[src/rtl/vend_pkg.sv]
// Shared definitions for the vending transaction controller: FSM encoding and coin decoding.
package vend_pkg;

    localparam logic [1:0] ST_IDLE   = 2'd0;
    localparam logic [1:0] ST_CREDIT = 2'd1;
    localparam logic [1:0] ST_VEND   = 2'd2;
    localparam logic [1:0] ST_CHANGE = 2'd3;

    localparam logic [1:0] COIN_5  = 2'd0;
    localparam logic [1:0] COIN_10 = 2'd1;
    localparam logic [1:0] COIN_25 = 2'd2;
    localparam logic [1:0] COIN_50 = 2'd3;

    localparam int unsigned COIN_VAL_W = 6;

    // Map a coin code to its monetary value.
    function automatic logic [COIN_VAL_W-1:0] coin_value(input logic [1:0] code);
        logic [COIN_VAL_W-1:0] v;
        v = COIN_VAL_W'(5);
        case (code)
            COIN_5:  v = COIN_VAL_W'(5);
            COIN_10: v = COIN_VAL_W'(10);
            COIN_25: v = COIN_VAL_W'(25);
            COIN_50: v = COIN_VAL_W'(50);
            default: v = COIN_VAL_W'(5);
        endcase
        return v;
    endfunction

endpackage

[src/rtl/vend_stock_bank.sv]
// Per-item stock counters: reset to full, decrement on vend, restock to full (restock wins).
module vend_stock_bank #(
    parameter int unsigned N       = 2,
    parameter int unsigned STOCK_W = 4
) (
    input  logic              clk,
    input  logic              rst_n,
    input  logic              dec_valid,
    input  logic [N-1:0]      dec_sel,
    input  logic              restock_valid,
    input  logic [N-1:0]      restock_sel,
    output logic [(2**N)-1:0] empty_c
);

    localparam int unsigned NI = 2**N;

    logic [STOCK_W-1:0] cnt [NI];

    // Counter update; restock overrides a same-cycle decrement of the same item.
    always_ff @(posedge clk) begin
        if (!rst_n) begin
            for (int unsigned i = 0; i < NI; i++) begin
                cnt[i] <= '1;
            end
        end else begin
            for (int unsigned i = 0; i < NI; i++) begin
                if (restock_valid && (restock_sel == N'(i))) begin
                    cnt[i] <= '1;
                end else if (dec_valid && (dec_sel == N'(i)) && (cnt[i] != '0)) begin
                    cnt[i] <= cnt[i] - STOCK_W'(1);
                end
            end
        end
    end

    // Empty flags straight from the counters.
    always_comb begin
        for (int unsigned i = 0; i < NI; i++) begin
            empty_c[i] = (cnt[i] == '0);
        end
    end

endmodule

[src/rtl/vend_controller.sv]
// Vending transaction controller: coin credit, price/stock checked selection, vend pulse, change handshake.
module vend_controller
    import vend_pkg::*;
#(
    parameter int unsigned N        = 2,
    parameter int unsigned CREDIT_W = 8,
    parameter int unsigned STOCK_W  = 4
) (
    input  logic                       clk,
    input  logic                       rst_n,
    input  logic                       coin_valid,
    input  logic [1:0]                 coin_type,
    input  logic                       sel_valid,
    input  logic [N-1:0]               sel,
    input  logic                       cancel,
    input  logic [(2**N)*CREDIT_W-1:0] price_tbl,
    input  logic                       restock_valid,
    input  logic [N-1:0]               restock_sel,
    input  logic                       change_ack,
    output logic [N-1:0]               vend_sel,
    output logic                       vend_en,
    output logic                       change_valid,
    output logic [CREDIT_W-1:0]        change_amt,
    output logic [CREDIT_W-1:0]        credit,
    output logic                       coin_reject,
    output logic                       insufficient,
    output logic                       sold_out
);

    localparam int unsigned NI    = 2**N;
    localparam int unsigned WIDE_W = CREDIT_W + 1;
    localparam logic [WIDE_W-1:0] CREDIT_MAX = WIDE_W'((2**CREDIT_W) - 1);

    logic [1:0]          state, state_d;
    logic [CREDIT_W-1:0] credit_d, change_amt_d;
    logic [N-1:0]        vend_sel_d;
    logic                vend_en_d, change_valid_d;
    logic                coin_reject_d, insufficient_d, sold_out_d;
    logic [WIDE_W-1:0]   coin_sum_c, sel_price_c;
    logic [CREDIT_W-1:0] price [NI];
    logic [NI-1:0]       empty_c;

    // Unpack the flattened price table.
    always_comb begin
        for (int unsigned i = 0; i < NI; i++) begin
            price[i] = price_tbl[i*CREDIT_W +: CREDIT_W];
        end
    end

    vend_stock_bank #(
        .N       (N),
        .STOCK_W (STOCK_W)
    ) u_stock (
        .clk           (clk),
        .rst_n         (rst_n),
        .dec_valid     (state == ST_VEND),
        .dec_sel       (vend_sel),
        .restock_valid (restock_valid),
        .restock_sel   (restock_sel),
        .empty_c       (empty_c)
    );

    // State and registered outputs.
    always_ff @(posedge clk) begin
        if (!rst_n) begin
            state        <= ST_IDLE;
            credit       <= '0;
            vend_sel     <= '0;
            vend_en      <= 1'b0;
            change_valid <= 1'b0;
            change_amt   <= '0;
            coin_reject  <= 1'b0;
            insufficient <= 1'b0;
            sold_out     <= 1'b0;
        end else begin
            state        <= state_d;
            credit       <= credit_d;
            vend_sel     <= vend_sel_d;
            vend_en      <= vend_en_d;
            change_valid <= change_valid_d;
            change_amt   <= change_amt_d;
            coin_reject  <= coin_reject_d;
            insufficient <= insufficient_d;
            sold_out     <= sold_out_d;
        end
    end

    // Next state and next outputs; one event per cycle, cancel > coin > sel.
    always_comb begin
        state_d        = state;
        credit_d       = credit;
        vend_sel_d     = vend_sel;
        vend_en_d      = 1'b0;
        change_valid_d = change_valid;
        change_amt_d   = change_amt;
        coin_reject_d  = 1'b0;
        insufficient_d = 1'b0;
        sold_out_d     = 1'b0;
        coin_sum_c     = {1'b0, credit} + WIDE_W'(coin_value(coin_type));
        sel_price_c    = {1'b0, price[sel]};

        case (state)
            ST_IDLE, ST_CREDIT: begin
                if (cancel) begin
                    if (state == ST_CREDIT) begin
                        state_d        = ST_CHANGE;
                        change_valid_d = 1'b1;
                        change_amt_d   = credit;
                    end
                end else if (coin_valid) begin
                    if (coin_sum_c > CREDIT_MAX) begin
                        coin_reject_d = 1'b1;
                    end else begin
                        credit_d = coin_sum_c[CREDIT_W-1:0];
                        state_d  = ST_CREDIT;
                    end
                end else if (sel_valid) begin
                    if (empty_c[sel]) begin
                        sold_out_d = 1'b1;
                    end else if ({1'b0, credit} < sel_price_c) begin
                        insufficient_d = 1'b1;
                    end else begin
                        vend_sel_d = sel;
                        vend_en_d  = 1'b1;
                        credit_d   = credit - price[sel];
                        state_d    = ST_VEND;
                    end
                end
            end
            ST_VEND: begin
                coin_reject_d = coin_valid;
                if (credit != '0) begin
                    state_d        = ST_CHANGE;
                    change_valid_d = 1'b1;
                    change_amt_d   = credit;
                end else begin
                    state_d = ST_IDLE;
                end
            end
            ST_CHANGE: begin
                coin_reject_d = coin_valid;
                if (change_ack) begin
                    state_d        = ST_IDLE;
                    credit_d       = '0;
                    change_valid_d = 1'b0;
                    change_amt_d   = '0;
                end
            end
            default: begin
                state_d = ST_IDLE;
            end
        endcase
    end

endmodule
[config.mk]
export PLATFORM = sky130hd
export DESIGN_NAME = vend_controller
export DESIGN_NICKNAME = d
export VERILOG_FILES = /design/src/rtl/vend_pkg.sv /design/src/rtl/vend_stock_bank.sv /design/src/rtl/vend_controller.sv
export SDC_FILE = /design/constraint.sdc
export NUM_CORES = 1
export LEC_CHECK = 0
export CAP_MARGIN = 20
export CELL_PAD_IN_SITES_DETAIL_PLACEMENT = 0
export CELL_PAD_IN_SITES_GLOBAL_PLACEMENT = 1
export CORE_MARGIN = 2
export CORE_UTILIZATION = 42
export CTS_BUF_LIST = sky130_fd_sc_hd__clkbuf_4 sky130_fd_sc_hd__clkbuf_8 sky130_fd_sc_hd__clkbuf_16
export CTS_CLUSTER_DIAMETER = 30
export DETAILED_ROUTE_END_ITERATION = 8
export GPL_TIMING_DRIVEN = 1
export HOLD_SLACK_MARGIN = 0.02
export PLACE_DENSITY_LB_ADDON = 0.2
export RECOVER_POWER = 25
export SLEW_MARGIN = 20
export SYNTH_ARGS = -nofsm -noshare
export SYNTH_HDL_FRONTEND = slang
export SYNTH_HIERARCHICAL = 1
export SYNTH_SLANG_ARGS = --single-unit
export TNS_END_PERCENT = 20
[constraint.sdc]
create_clock -name clk -period 8.4 [get_ports clk]
set_input_delay 1.68 -clock clk [delete_from_list [all_inputs] [get_ports clk]]
set_output_delay 1.68 -clock clk [all_outputs]
set_load 0.1 [all_outputs]
==> key figures, run 1 <==
Min path
  • HP Class: flop to flop

Global routing
  • GR Overflow Total: 0
  • Initial antenna violation count: 0
  • Vias in the first global route: 2432
  • Largest net degree at the start of global routing: 29
  • Global-route wire length before repair: 11600 microns
  • Total track usage: 19.1%

Final layout
  • Layout cell share with drive strength beyond 1: under 10%
  • Final core utilization: 55.9%
  • Fill count: 620
  • Nets: 444
  • Layout area overhead: 27.8%
  • Antenna Cells: 0
  • Non-filler cells, final: 471

Setup path
  • FF-to-FF path depth: 8
  • R2R setup slack: about 5.6 ns
  • WS Path Type: primary input to flop
  • Reg2reg end: credit[7]
  • Worst setup path endpoint: credit[7]
  • Launch point of the worst reg-to-reg path: credit[0]
  • CP startpoint kind: primary input
  • Data required time of the worst path: 8.60 ns
  • Critical Path AT: 5.15 ns
  • Crit-path max FO: 10
  • CP Capture Type: flop
  • Setup crit start: sel[0]

Yosys
  • Syn Inst Count: 308
  • Post-synth top area share: 16.7%
  • Flops & latches, synth: 41
  • Syn avg cell area: 9.75 sq um
  • Yosys Warn Count: 6
  • Largest cells by area after synthesis: dfxtp_1 17%, edfxtp_1 16%, ha_1 9.6%
  • Top FF cell, synth: dfxtp_1
  • Yosys cell types: 62
  • Post-synth EDFFs: 16
  • Async set-reset flop share out of synthesis: 0%
  • Sequential area share after synthesis: about a third
  • Cell taking the most area after synthesis: dfxtp_1
  • Syn Std Cell Area: 3000 sq um
  • Commonest cells in the synthesized netlist: 28 x inv_1, 25 x dfxtp_1, 25 x nand2_1
  • Most frequent cell after synthesis: inv_1
  • Mapped Nets: 378

Clock tree
  • H-tree levels: 2
  • Longest Clk Path Bufs: 2
  • CTS Buf Count: 5
  • Post-cts sizing count: 0
  • CTS tree: yes
  • Hold-fix buffers, CTS: 0
  • Clock transition at path regs: 0.08 ns
  • Worst-Skew Late Latency: about 0.3 ns
  • Clk sinks: 41
  • Root buffer cell: clkbuf_8
  • Post-CTS repair timing setup buffer count: 0

Status
  • Status: finished, final reports clean

Power
  • Power per cell area: 144 nW/um^2
  • Peak VDD IR: roughly 80 uV
  • Pleak: 1.48 nW
  • Final Power: 0.554 mW

Place
  • Placed cell count: 463
  • GPL Wtd Cong: about 0.85
  • Post-DP HPWL: 5740 microns
  • Setup WS pre-CTS: 3.20 ns
  • IO Port Bufs: 67

Floorplanning
  • Site Rows: 30
  • Core area: 6870 sq um
  • Ports: a little under 70
  • Die Span Y: roughly 90 microns
  • Chip width: 88.6 microns
  • Starting Density: 43.7%
  • Die area: 7850 sq um

Route
  • # DRC: 0
  • Max Used Layer: met4
  • DRT Pass-1 Iters: 4
  • Drt via density: roughly 5.4
  • Iter 0 DRT Violations: 57
  • Total number of vias: 2541
  • Routed Antenna Nets: 0
  • M1 WL: ~3500 microns
  • Wire length on met3: around 270 microns
  • Wire length per cell: 15.2 microns
  • DRT Wirelength: 7150 microns
  • Metal2 WL: 3240 microns

Timing
  • Slew Limit Fails: 0
  • Finish-stage setup viols: 0
  • Tcrit/Tclk final: 58.9%
  • RSZ-0062 raised after global routing: false
  • Worst slew pin tran: between 0.9 and 1 ns
  • Setup_tns: 0 ns
  • Setup Skew: 0.0177 ns
  • Final hold violations: 0
  • Max frequency: roughly 0.20 GHz
  • Crit path time final: between 4 and 5 ns
  • Setup WS post-layout: between 3 and 4 ns
  • Max_slew headroom: 33.3%

Run
  • MaxCap Viol Count: 0
## state kept, by name (all words and copies together) (netlist names)
name          flops
sold_out          1
change_amt        8
vend_sel          2
u_stock/cnt      16
vend_en           1
coin_reject       1
insufficient      1
credit            8
change_valid      1
state             2
## worst max-delay path, cell delays in order
cell           delay [ns]
dlygate4sd3_1        0.89
mux4_1               0.64
ha_1                 0.21
inv_1                0.07
fa_1                 0.19
a21oi_1              0.11
o22ai_2              0.29
o211ai_4             0.14
a2111oi_4            0.50
nand2_2              0.18
o32ai_2              0.25
## metrics by stage
stage | cell area (sq um) | hold WS, ns
2_1_floorplan | 3000 | 0.481
3_3_place_gp | 3760 | 0.499
3_5_place_dp | 3760 | 0.504
4_1_cts | 3850 | 0.523
5_1_grt | 3840 | 0.556
6_report | 3840 | 0.517
## logic make-up (layout without fill, tap and decap cells)
family / Yosys count / after routing / share of synthesized area (%)
AO/OA/AOI/OAI: 74 / 74 / 18.6
XOR/XNOR: 13 / 13 / 3.79
adder cells (fa/ha/maj): 25 / 25 / 10.9
buffers and inverters: 36 / 103 / 4.75
flip-flops: 41 / 41 / 32.7
multiplexers: 14 / 14 / 9.50
AND/OR/NAND/NOR: 105 / 105 / 19.8
## layout make-up
cell class,count,area (sq um),share of cell area [%]
multi-input cells,231,1870,48.6
repair buffers,67,671,17.5
inverters,28,105,2.74
clock inverters,1,7.51,0.196
well taps,96,120,3.13
clock buffers,7,90.1,2.35
flip-flops and latches,41,981,25.5
## routing by layer
layer | vias to the layer above | GRT usage [%]
li1 | 1283 | -
met1 | 1202 | 27.6
met2 | 45 | 28.9
met3 | 11 | 3.54
met4 | 0 | 6.06
met5 | - | 0
## where the power goes
part           leakage (nW)  total [mW]  internal [mW]  switching [mW]
clock                0.0479       0.138         0.0700          0.0681
sequential            0.314       0.226          0.213          0.0124
combinational          1.11       0.190         0.0765           0.114
total                  1.48       0.554          0.360           0.194
## how the worst min path moves through the flow
stage / startpoint / to / slack (ns) / depth (start not counted)
floorplan: state[0] / state[0] / 0.48 / 2
global placement: change_valid / change_valid / 0.50 / 2
detailed placement: change_valid / change_valid / 0.50 / 2
CTS: change_valid / change_valid / 0.52 / 2
global route: change_amt[3] / change_amt[3] / 0.56 / 2
finish: change_valid / change_valid / 0.52 / 2
## placed cells by master (no fill, tap or decap), types with 13 or more instances in the layout
master,n
a21oi_1,13
clkdlybuf4s50_1,64
dfxtp_1,25
edfxtp_1,16
ha_1,23
inv_1,28
nand2_1,25
nor2_1,16
nor2b_1,16
o21ai_0,14
No activity file was read; power rests on OpenSTA's default activity.
==> run 2: changes to the inputs <==
--- a/config.mk
+++ b/config.mk
@@ -9,7 +9,7 @@
 export CELL_PAD_IN_SITES_DETAIL_PLACEMENT = 0
 export CELL_PAD_IN_SITES_GLOBAL_PLACEMENT = 1
 export CORE_MARGIN = 2
-export CORE_UTILIZATION = 42
+export CORE_UTILIZATION = 35
 export CTS_BUF_LIST = sky130_fd_sc_hd__clkbuf_4 sky130_fd_sc_hd__clkbuf_8 sky130_fd_sc_hd__clkbuf_16
 export CTS_CLUSTER_DIAMETER = 30
 export DETAILED_ROUTE_END_ITERATION = 8
==> constraint.sdc (replaced) <==
create_clock -name clk -period 3.96 [get_ports clk]
set_input_delay 0.792 -clock clk [delete_from_list [all_inputs] [get_ports clk]]
set_output_delay 0.792 -clock clk [all_outputs]
set_load 0.1 [all_outputs]
==> run 2 against run 1 <==
  * Clock power rose by 140%
  * Non-clock buffer count is 23 higher
  * Utilization fell by 7.0 points
  * Sequential power rose by 110%
  * Critical path type unchanged
  * Largest power group unchanged
==> key figures, run 2 (synthesis gave the netlist of run 1 again) <==
Clock tree
  • H-tree levels: 2
  • Clock transition at path regs: 0.07 ns
  • Post-CTS repair timing setup buffer count: 0
  • CTS Buf Count: 5
  • Longest Clk Path Bufs: 2
  • Hold-fix buffers, CTS: 0
  • Post-cts sizing count: 0
  • Worst-Skew Late Latency: roughly 0.29 ns
  • Root buffer cell: clkbuf_8
  • Clk sinks: 41
  • CTS tree: yes

Place
  • GPL Wtd Cong: 0.792
  • Placed cell area: 3940 sq um
  • Post-DP HPWL: 6000 microns
  • IO Port Bufs: between 60 and 70
  • Placed cell count: roughly 500

Final layout
  • Non-filler cells, final: 503
  • Final Cell Area: 4040 sq um
  • Max reg flops: 16
  • Antenna Cells: 0
  • Fill count: 801
  • Register area: between 900 and 1000 sq um
  • Most frequent cells in the layout: 65 x clkdlybuf4s50_1, 28 x inv_1, 25 x nand2_1, 25 x dfxtp_1
  • Biggest registers after layout: u_stock/cnt x16, change_amt x8, credit x8
  • Commonest non-fill, non-tap cell in the layout: clkdlybuf4s50_1
  • Layout cell share with drive strength beyond 1: 11.3%
  • Largest Register: u_stock/cnt
  • Nets: 467
  • Final core utilization: around half
  • Area occupied by multi-input gates: 1870 sq um
  • Layout area overhead: 34.5%

Timing
  • Finish-stage setup viols: 0
  • Slew Limit Fails: 0
  • Max_slew headroom: 32.1%
  • Final hold violations: 0
  • Setup Skew: between 0.009 and 0.01 ns
  • Worst slew pin tran: 1.02 ns
  • Crit path time final: 3.73 ns
  • Max frequency: 0.268 GHz
  • RSZ-0062 raised after global routing: false
  • Tcrit/Tclk final: 94.2%

Floorplanning
  • Ports: 68
  • Core area: around 8300 sq um
  • Starting Density: a little over a third
  • Die Span Y: between 90 and 100 microns
  • Die area: 9340 sq um
  • Site Rows: 33
  • Chip width: between 90 and 100 microns

Global routing
  • Vias in the first global route: ~2600
  • GR Overflow Total: 0
  • Total track usage: 16.1%
  • Global-route wire length before repair: 12600 microns
  • Largest net degree at the start of global routing: 18
  • Initial antenna violation count: 0

Setup path
  • Crit-path max FO: 7
  • CP startpoint kind: primary input
  • FF-to-FF path depth: 9
  • Data required time of the worst path: ~4.2 ns
  • R2R setup slack: between 1 and 1.5 ns
  • Critical Path AT: 3.93 ns
  • WS Path Type: primary input to flop
  • Launch point of the worst reg-to-reg path: u_stock/cnt[2][0]
  • CP Capture Type: flop
  • Reg2reg end: credit[7]

Min path
  • Hold Crit Depth: 2
  • HP Class: flop to flop
  • HP Start: state[0]
  • Hold endpoint: state[0]

Route
  • Routed Antenna Nets: 0
  • DRT Wirelength: approximately 7400 microns
  • Iter 0 DRT Violations: 100
  • Total number of vias: 2613
  • DRT Pass-1 Iters: 4
  • Wire length per cell: 14.7 microns
  • # DRC: 0
  • Drt via density: 5.19

Run
  • MaxCap Viol Count: 0

Status
  • Status: finished, final reports clean

Power
  • Pleak: 1.60 nW
  • Power per cell area: about 300 nW/um^2
  • Peak VDD IR: 162 uV
## run 2: worst max-delay path by stage
stage | from | end | slack, ns | cells after the start
after floorplan | coin_type[0] | credit[6] | 0.55 | 11
after global placement | coin_type[1] | credit[6] | 0.02 | 12
after detailed placement | coin_type[1] | credit[7] | -0.05 | 12
after CTS | coin_type[1] | credit[7] | 0.23 | 12
after global routing | coin_type[1] | credit[7] | 0.03 | 12
final | coin_type[1] | credit[7] | 0.23 | 12
## run 2: critical path: stages
cell and delay (ns):
clkdlybuf4s50_1 0.53, inv_1 0.08, ha_1 0.19, or2_2 0.28, ha_1 0.22, fa_1 0.40, a211oi_1 0.29, nor2_1 0.11
o311a_1 0.35, a2111oi_4 0.29, nand2_2 0.18, o32ai_2 0.22
## run 2: where the power goes
group          leakage, nW  internal, mW  switching [mW]
sequential           0.314         0.453          0.0274
combinational         1.23         0.181           0.246
clock               0.0599         0.180           0.146
total                 1.60         0.813           0.419
## run 2: cell type report
type,instances,share of cell area [%]
multi-input combinational,231,46.2
sequential,41,24.3
clock buffer,7,2.66
clock inverter,1,0.155
inverter,28,2.60
timing repair buffer,90,20.9
tap,105,3.25
## run 2: stage by stage
| stage | hold slack, ns | setup TNS, ns | power, mW | setup WS, ns |
|---|---|---|---|---|
| finish | 0.532 | 0 | 1.23 | 0.229 |
| global route | 0.565 | 0 | 1.30 | 0.0291 |
| CTS | 0.528 | 0 | 1.25 | 0.228 |
| detailed placement | 0.513 | -0.0915 | 0.918 | -0.0535 |
| global placement | 0.513 | 0 | 0.918 | 0.0227 |
| floorplan | 0.481 | 0 | 0.771 | 0.549 |
## run 2: layer usage
metal | part of all wire [%] | global-route usage [%] | vias to the layer above
li1 | - | - | 1330
met1 | 51 | 23.5 | 1220
met2 | 43 | 24.5 | 61
met3 | 5.3 | 3.54 | 2
met4 | 0.46 | 3.03 | 0
met5 | 0 | 0 | -
